[src/rtl/text_renderer.sv]
// Character-cell text renderer: walks a character buffer and a font ROM to emit a
// serial pixel stream with inverse attribute, scroll origin and blinking cursor.
module text_renderer #(
  parameter int ROWS         = 25,
  parameter int COLS         = 80,
  parameter int CHAR_W       = 8,
  parameter int CHAR_H       = 16,
  parameter int ROW_BITS     = 5,
  parameter int COL_BITS     = 7,
  parameter int ADDR_BITS    = 11,
  parameter int CHAR_H_BITS  = 4,
  parameter int BLINK_FRAMES = 30
) (
  input  logic                     clk,
  input  logic                     clr_n,
  input  logic                     hblank,
  input  logic                     vblank,
  output logic [ADDR_BITS-1:0]     buf_addr,
  input  logic [7:0]               buf_data,
  output logic [CHAR_H_BITS+6:0]   font_addr,
  input  logic [7:0]               font_data,
  input  logic [ADDR_BITS-1:0]     first_char,
  input  logic                     first_char_wen,
  input  logic [ROW_BITS-1:0]      cursor_row,
  input  logic [COL_BITS-1:0]      cursor_col,
  input  logic                     cursor_en,
  input  logic                     cursor_blink,
  output logic                     pixel_out,
  output logic                     blank_out
);

  localparam int                     BlinkW    = $clog2(BLINK_FRAMES) + 1;
  localparam logic [ROW_BITS-1:0]    RowsL     = ROW_BITS'(ROWS);
  localparam logic [COL_BITS-1:0]    ColsL     = COL_BITS'(COLS);
  localparam logic [2:0]             ColcLast  = 3'(CHAR_W - 1);
  localparam logic [CHAR_H_BITS-1:0] RowcLast  = CHAR_H_BITS'(CHAR_H - 1);
  localparam logic [ADDR_BITS-1:0]   CharLast  = ADDR_BITS'(ROWS * COLS - 1);
  localparam logic [BlinkW-1:0]      BlinkLast = BlinkW'(BLINK_FRAMES - 1);

  logic [2:0]             colc_q, colc_d;
  logic [COL_BITS-1:0]    col_q, col_d;
  logic [CHAR_H_BITS-1:0] rowc_q, rowc_d;
  logic [ROW_BITS-1:0]    row_q, row_d;
  logic [ADDR_BITS-1:0]   char_q, char_d;
  logic [ADDR_BITS-1:0]   lineStart_q, lineStart_d;
  logic [ADDR_BITS-1:0]   pendingFirst_q, pendingFirst_d;
  logic [ADDR_BITS-1:0]   frameFirst_q, frameFirst_d;
  logic [BlinkW-1:0]      blinkCnt_q, blinkCnt_d;
  logic                   blinkPhase_q, blinkPhase_d;
  logic                   frameValid_q, frameValid_d;
  logic                   wasActive_q, vblankPrev_q;

  logic                   inRange, blank0, hit0;
  logic [CHAR_H_BITS-1:0] rowcS1_q;
  logic [2:0]             colcS1_q, colcS2_q;
  logic                   blankS1_q, blankS2_q, hitS1_q, hitS2_q, attrS2_q;
  logic                   pixel_q, blankOut_q;

  assign inRange  = (col_q < ColsL) && (row_q < RowsL);
  // frameValid_q keeps the screen dark after a reset until a full vblank has re-seeded the counters
  assign blank0   = hblank | vblank | ~inRange | ~frameValid_q;
  assign hit0     = cursor_en & (row_q == cursor_row) & (col_q == cursor_col) &
                    (blinkPhase_q | ~cursor_blink);
  assign buf_addr = char_q;
  assign font_addr = {buf_data[6:0], rowcS1_q};

  always_comb begin
    colc_d         = colc_q;
    col_d          = col_q;
    rowc_d         = rowc_q;
    row_d          = row_q;
    char_d         = char_q;
    lineStart_d    = lineStart_q;
    frameFirst_d   = frameFirst_q;
    frameValid_d   = frameValid_q;
    blinkCnt_d     = blinkCnt_q;
    blinkPhase_d   = blinkPhase_q;
    pendingFirst_d = first_char_wen ? first_char : pendingFirst_q;

    if (vblank) begin
      frameFirst_d = pendingFirst_d;
      colc_d       = '0;
      col_d        = '0;
      rowc_d       = '0;
      row_d        = '0;
      char_d       = pendingFirst_d;
      lineStart_d  = pendingFirst_d;
      frameValid_d = 1'b1;
    end else if (!hblank) begin
      if (inRange) begin
        if (colc_q == ColcLast) begin
          colc_d = '0;
          col_d  = col_q + 1'b1;
          char_d = (char_q == CharLast) ? '0 : char_q + 1'b1;
        end else begin
          colc_d = colc_q + 1'b1;
        end
      end
    end else if (wasActive_q) begin
      // End of a scanline: rewind to the row start unless the glyph cell is finished
      colc_d = '0;
      col_d  = '0;
      if (rowc_q == RowcLast) begin
        rowc_d      = '0;
        row_d       = (row_q < RowsL) ? row_q + 1'b1 : row_q;
        lineStart_d = char_q;
      end else begin
        rowc_d = rowc_q + 1'b1;
        char_d = lineStart_q;
      end
    end

    if (vblank && !vblankPrev_q) begin
      if (blinkCnt_q == BlinkLast) begin
        blinkCnt_d   = '0;
        blinkPhase_d = ~blinkPhase_q;
      end else begin
        blinkCnt_d = blinkCnt_q + 1'b1;
      end
    end
  end

  always_ff @(posedge clk or negedge clr_n) begin
    if (!clr_n) begin
      colc_q         <= '0;
      col_q          <= '0;
      rowc_q         <= '0;
      row_q          <= '0;
      char_q         <= '0;
      lineStart_q    <= '0;
      pendingFirst_q <= '0;
      frameFirst_q   <= '0;
      blinkCnt_q     <= '0;
      blinkPhase_q   <= 1'b0;
      frameValid_q   <= 1'b0;
      wasActive_q    <= 1'b0;
      vblankPrev_q   <= 1'b0;
    end else begin
      colc_q         <= colc_d;
      col_q          <= col_d;
      rowc_q         <= rowc_d;
      row_q          <= row_d;
      char_q         <= char_d;
      lineStart_q    <= lineStart_d;
      pendingFirst_q <= pendingFirst_d;
      frameFirst_q   <= frameFirst_d;
      blinkCnt_q     <= blinkCnt_d;
      blinkPhase_q   <= blinkPhase_d;
      frameValid_q   <= frameValid_d;
      wasActive_q    <= ~hblank & ~vblank;
      vblankPrev_q   <= vblank;
    end
  end

  // Three-stage pixel pipeline matching the buffer and font read latencies
  always_ff @(posedge clk or negedge clr_n) begin
    if (!clr_n) begin
      rowcS1_q   <= '0;
      colcS1_q   <= '0;
      colcS2_q   <= '0;
      blankS1_q  <= 1'b1;
      blankS2_q  <= 1'b1;
      hitS1_q    <= 1'b0;
      hitS2_q    <= 1'b0;
      attrS2_q   <= 1'b0;
      pixel_q    <= 1'b0;
      blankOut_q <= 1'b1;
    end else begin
      rowcS1_q   <= rowc_q;
      colcS1_q   <= colc_q;
      blankS1_q  <= blank0;
      hitS1_q    <= hit0;
      colcS2_q   <= colcS1_q;
      blankS2_q  <= blankS1_q;
      hitS2_q    <= hitS1_q;
      attrS2_q   <= buf_data[7];
      pixel_q    <= ~blankS2_q & (font_data[3'd7 - colcS2_q] ^ attrS2_q ^ hitS2_q);
      blankOut_q <= blankS2_q;
    end
  end

  assign pixel_out = pixel_q;
  assign blank_out = blankOut_q;

endmodule

[config.mk]
export PLATFORM = sky130hd
export DESIGN_NAME = text_renderer
export DESIGN_NICKNAME = d
export VERILOG_FILES = /design/src/rtl/text_renderer.sv
export SDC_FILE = /design/constraint.sdc
export NUM_CORES = 1
export LEC_CHECK = 0
export BUFFER_PORTS_ARGS = -buffer_cell sky130_fd_sc_hd__clkbuf_2
export CORE_AREA = 2 2 124 66
export CTS_CLUSTER_DIAMETER = 80
export CTS_CLUSTER_SIZE = 20
export DETAILED_ROUTE_END_ITERATION = 16
export DIE_AREA = 0 0 126 68
export GPL_TIMING_DRIVEN = 0
export HOLD_SLACK_MARGIN = 0.12
export PLACE_DENSITY = 0.77
export SYNTH_ARGS = -nofsm -noshare
export SYNTH_HDL_FRONTEND = slang
export SYNTH_SLANG_ARGS = --single-unit
[constraint.sdc]
create_clock -name clk -period 2.8 [get_ports clk]
set_input_delay 0.42 -clock clk [delete_from_list [all_inputs] [get_ports clk]]
set_output_delay 0.42 -clock clk [all_outputs]
set_load 0.05 [all_outputs]
==> results_dict.tcl, run 1 <==
set metrics [dict create \
    status "completed" \
    antenna_found_initial 0 \
    rsz0062_at_grt "false" \
    p_int_mw 2.24 \
    period_share 0.864 \
    ys_ff_latch 79 \
    firstDrtPassIters 5 \
    fin_hold_ws_ns 0.187 \
    path_buf_inv 1 \
    final_core_util 0.629 \
    grtUsageMet3 0.0735 \
    fin_skew_ns 0.00969 \
    fin_crit_ns 2.42 \
    place.gp.congestion 0.926 \
    fp.dieH_um 68 \
    h-tree-depth 3 \
    layout_common_cells "76 x dfrtp_1, 61 x clkbuf_2, 32 x nand2_1" \
    r2r_cells 5 \
    p_leak_nw 2.09 \
    cts.sinks 79 \
    synth_top_cell_area_share 0.477 \
    core_area_um2 7600 \
    syn_inst 379 \
    hold_class "input pin to flip-flop" \
    syn_to_final_growth_pct 19.9 \
    fin_area_um2 4780 \
    layout_commonest_cell "dfrtp_1" \
    holdPathEnd "attrS2_q" \
    drive_above_1_share 0.255 \
    portBuffers 62 \
    synth_cell_type_count 49 \
    report.final.slew_viol_count 0 \
    clkPwrFrac 0.378 \
    drc_errors 0 \
    drtIter0Drc 398 \
    dp.cells 542 \
    netlist_area_um2 3990 \
    critPathMaxStageDelay_ns 0.65 \
    grt_busiest_layer "met1" \
    dpl_worst_slack_ns 0.432 \
    die_x_um 126 \
    p_switching_mw 0.983 \
    ys_warn_count 0 \
    powerDensity_nw_per_um2 675 \
    max_freq_mhz 413 \
    cp_cell_sequence "o311a_4 -> o31ai_2 -> clkbuf_1 -> nand2_1 -> o21ai_0" \
    dieArea_um2 8570 \
    final-instance-count-excl-fill 559 \
    initial_core_util 0.525 \
    routedWlPerCell_um 17.5 \
    grt_pass1_wl_um 15900 \
    ios 70 \
    synth.largest_area_cell "dfrtp_1" \
    cp-startpoint "row_q[1]" \
    use_met2 0.353 \
    row_count 23 \
    whs_path_depth 1 \
    post-dp-hpwl_um 7140 \
    r2r-end "col_q[0]" \
    syn_area_per_cell_um2 10.5 \
    antenna_cells 0 \
    worstPathArrival_ns 2.68 \
    grt_max_degree 55 \
    grt_pass1_vias 3046 \
    rrSetupSlack_ns 0.38 \
    grtUsageTotal 0.246 \
    async_flop_share 1.00 \
    syn-num-nets 433 \
    worst_pin_slew_ns 0.842 \
    p_total_mw 3.23 \
    routed_via_density 5.85 \
    setup_viol 0 \
    r2r_start "row_q[1]" \
    grt_use_met1 0.359 \
    tritoncts "built" \
    seq_power_share 0.432 \
    path_class "flip-flop to flip-flop" \
    path_max_fanout 10 \
    nets 508 \
    placed_area_um2 4450 \
    clockRootBuffer "clkbuf_16" \
    crit_family "compound AO/OA/AOI/OAI gates" \
    comb_power_share 0.189 \
    crit_cells 5 \
    synth-main-ff-cell "dfrtp_1" \
    cts_inserted_buffers 9 \
    fin_tns_setup_ns 0 \
    slew-limit-headroom 0.437 \
    antenna_left 0 \
    seq_area_frac_synth 0.497 \
    routed_wl_um 9780 \
    hold_start "buf_data[7]" \
    vdd_drop_max_uv 391 \
    setup_slack_ns 0.381 \
    end_kind "flip-flop" \
    postCtsSetupBuffers 0 \
    synthTopCellsByArea "dfrtp_1 48%, mux2i_1 5.8%, o21ai_0 3.5%" \
    nFillCells 652 \
    swShare 0.305 \
    vias 3269 \
    clk_latency_ns 0.34 \
    cp.required_ns 3.06 \
    grt_overflow 0 \
    clk_path_buf_depth 2 \
    synth_edf_count 0 \
    clk_pin_slew_ns 0.06 \
    hold_viol_final 0 \
    crit_slowest_cell "o31ai_2" \
    max_cap_violations 0 \
    setup.worst_path.start_class "flip-flop" \
]
state kept, by name, indices dropped and copies added, names as in the netlist, 3 cells and up:
register,flops
buf_addr,11
colc_q,3
rowcS1_q,4
rowc_q,4
colcS1_q,3
col_q,7
colcS2_q,3
pendingFirst_q,11
row_q,5
lineStart_q,11
blinkCnt_q,6
synth_stat cells (2+ instances only):
cell and n:
a211o_1 2, a21boi_0 3, a21oi_1 15, a22o_1 2, a31oi_1 4, a32o_1 3
buf_2 2, buf_4 7, clkbuf_1 17, dfrtp_1 76, dfstp_2 3, ha_1 8
inv_1 11, mux2_2 12, mux2i_1 23, mux4_2 2, nand2_1 32, nand2b_1 2
nand3_1 13, nand3b_1 2, nand4_1 10, nand4b_1 2, nor2_1 18, nor2b_1 4
nor3_1 5, nor4_1 5, o211ai_1 3, o21a_1 2, o21ai_0 28, o221a_2 2
o2bb2ai_1 4, o31a_1 2, o31ai_1 3, o31ai_2 2, or2_2 6, or3_1 9
or4_1 4, xnor2_1 11, xor2_1 10
power by group through the flow:
stage / combinational, mW / clock, mW / sequential [mW]
floorplan: 0.325 / 0 / 1.49
global placement: 0.572 / 0 / 1.40
detailed placement: 0.607 / 0 / 1.41
CTS: 0.611 / 1.24 / 1.39
global route: 0.667 / 1.30 / 1.41
finish: 0.611 / 1.22 / 1.39
worst max path at each step:
stage	end	slack, ns
CTS	col_q[0]	0.43
global placement	lineStart_q[8]	0.50
global route	col_q[6]	0.25
detailed placement	col_q[0]	0.43
floorplan	buf_addr[9]	0.65
finish	col_q[0]	0.38
final cells by class:
type	count	area [um2]	area share
multi-input combinational	262	1830	0.382
inverter	11	41.3	0.00864
buffer	27	138	0.0288
clock buffer	11	253	0.0529
tap	100	125	0.0262
clock inverter	5	65.1	0.0136
timing repair buffer	64	350	0.0733
sequential	79	1980	0.414
timing repair:
item,4_1_cts,5_1_grt
hold buffers,1,0
resized for setup,0,0
endpoints found under the hold margin,25,0
endpoints found under the setup margin,0,0
metal layers:
layer | vias up | share of wire
met1 | 1536 | 0.46
met2 | 195 | 0.42
met4 | 0 | 0.016
met5 | - | 0
met3 | 19 | 0.11
li1 | 1519 | -
cells by family after synthesis:
group                      synth area share
xor gates and xnor gates             0.0461
muxes                                 0.103
and+or+nand+nor                       0.147
AOI/OAI and AO/OA                     0.137
adders and majority gates            0.0251
buffers and inverters                0.0449
DFF                                   0.497
Note: power is estimated with default switching activity, not from simulation.
==> run 2, diff against run 1 <==
--- a/config.mk
+++ b/config.mk
@@ -13,7 +13,7 @@
 export DIE_AREA = 0 0 126 68
 export GPL_TIMING_DRIVEN = 0
 export HOLD_SLACK_MARGIN = 0.12
-export PLACE_DENSITY = 0.77
+export PLACE_DENSITY = 0.75
 export SYNTH_ARGS = -nofsm -noshare
 export SYNTH_HDL_FRONTEND = slang
 export SYNTH_SLANG_ARGS = --single-unit
==> results_dict.tcl, run 2 (synthesis results as in run 1) <==
set metrics [dict create \
    status "completed" \
    hold_viol_final 0 \
    worst_pin_slew_ns 0.811 \
    routed_wl_um 9440 \
    path_max_fanout 10 \
    routedWlPerCell_um 16.9 \
    clk_pin_slew_ns 0.06 \
    fin_skew_ns 0.00781 \
    swShare 0.304 \
    dieArea_um2 8570 \
    clockRootBuffer "clkbuf_16" \
    routed_via_density 5.74 \
    worstPathArrival_ns 2.55 \
    grt_pass1_wl_um 15200 \
    initial_core_util 0.525 \
    p_leak_nw 2.07 \
    hold_class "input pin to flip-flop" \
    fin_tns_setup_ns 0 \
    firstDrtPassIters 7 \
    max_freq_mhz 430 \
    grt_overflow 0 \
    drive_above_1_share 0.248 \
    wl_met2_um 3870 \
    grt_pass1_vias 2943 \
    core_area_um2 7600 \
    vdd_drop_max_uv 395 \
    p_int_mw 2.18 \
    powerDensity_nw_per_um2 662 \
    hold_buffers 1 \
    postCtsSetupBuffers 0 \
    seq_power_share 0.445 \
    antenna_found_initial 0 \
    place.gp.congestion 0.922 \
    row_count 23 \
    post-dp-hpwl_um 6810 \
    period_share 0.831 \
    setup_viol 0 \
    cts.repair.resized 0 \
    cp.required_ns 3.02 \
    comb_power_share 0.192 \
    die_x_um 126 \
    max_cap_violations 0 \
    fp.dieH_um 68 \
    route.met3.wl_um 858 \
    slew-limit-headroom 0.456 \
    cts_inserted_buffers 9 \
    tritoncts "built" \
    cts.sinks 79 \
    wl_met1_um 4590 \
    rsz0062_at_grt "false" \
    portBuffers 62 \
    highest_layer "met4" \
    clk_path_buf_depth 2 \
    p_switching_mw 0.955 \
    grtUsageTotal 0.236 \
    clkPwrFrac 0.364 \
    report.final.slew_viol_count 0 \
    end_kind "flip-flop" \
    h-tree-depth 3 \
    syn_to_final_growth_pct 18.9 \
    ios 70 \
    p_total_mw 3.14 \
    layout_common_cells "76 x dfrtp_1, 61 x clkbuf_2, 32 x nand2_1" \
    layout_commonest_cell "dfrtp_1" \
    grt_max_degree 43 \
    antenna_left 0 \
    nets 508 \
    path_class "flip-flop to flip-flop" \
    antenna_cells 0 \
    drc_errors 0 \
    setup.worst_path.start_class "flip-flop" \
    clk_latency_ns 0.34 \
    final-instance-count-excl-fill 559 \
    fin_crit_ns 2.33 \
    dp.cells 542 \
    vias 3207 \
    drtIter0Drc 324 \
]
==> run 2: cell count changes in the layout (fill, tap and decap cells not counted), sizes merged <==
cell | previous run | this run
clkinv | 1 | 2
clkbuf | 90 | 91
inv | 12 | 11
clkinvlp | 2 | 1
==> run 2: cell type report <==
cell class	instances	area (um2)
Fill cell	642	2860
Multi-Input combinational cell	262	1830
Buffer	27	138
Sequential cell	79	1980
Clock buffer	12	236
Clock inverter	4	47.5
Tap cell	100	125
Inverter	11	41.3
Timing Repair Buffer	64	343
==> run 2: final timing paths <==
check	end	slack, ns	depth (start not counted)	startpoint
worst min-delay path	attrS2_q	0.18	1	buf_data[7]
worst max-delay path	buf_addr[9]	0.47	5	buf_addr[6]
worst min register to register	blankS2_q	0.35	0	blankS1_q
max in group asynchronous	buf_addr[3]	1.58	3	clr_n
min in group asynchronous	lineStart_q[6]	0.62	2	clr_n
worst max register to register	buf_addr[9]	0.47	5	buf_addr[6]
==> run 2: power groups by stage <==
stage	sequential [mW]	combinational [mW]	clock (mW)
after CTS	1.39	0.602	1.16
after floorplan	1.49	0.325	0
after global routing	1.41	0.665	1.20
after global placement	1.40	0.571	0
final	1.39	0.602	1.14
after detailed placement	1.41	0.597	0
==> run 2: critical path: stages, from the launching register on <==
cell,delay [ns]
dfrtp_1,0.34
clkbuf_1,0.33
nand4b_1,0.22
o31ai_2,0.74
nor2_1,0.18
a221o_1,0.39
==> run 2: stage by stage <==
step / worst slack, ns / util / hold slack, ns / cell area (um2)
floorplan: 0.654 / - / 0.124 / 3990
global route: 0.373 / 0.624 / 0.176 / 4740
detailed placement: 0.446 / 0.585 / 0.347 / 4450
global placement: 0.487 / 0.582 / 0.337 / 4420
finish: 0.472 / 0.624 / 0.181 / 4740
CTS: 0.562 / 0.624 / 0.177 / 4740
==> run 2: per-layer routing <==
layer  vias to the layer above  GRT usage
met4                         0     0.0810
li1                       1515          -
met2                       170      0.326
met1                      1510      0.352
met3                        12     0.0711
met5                         -          0
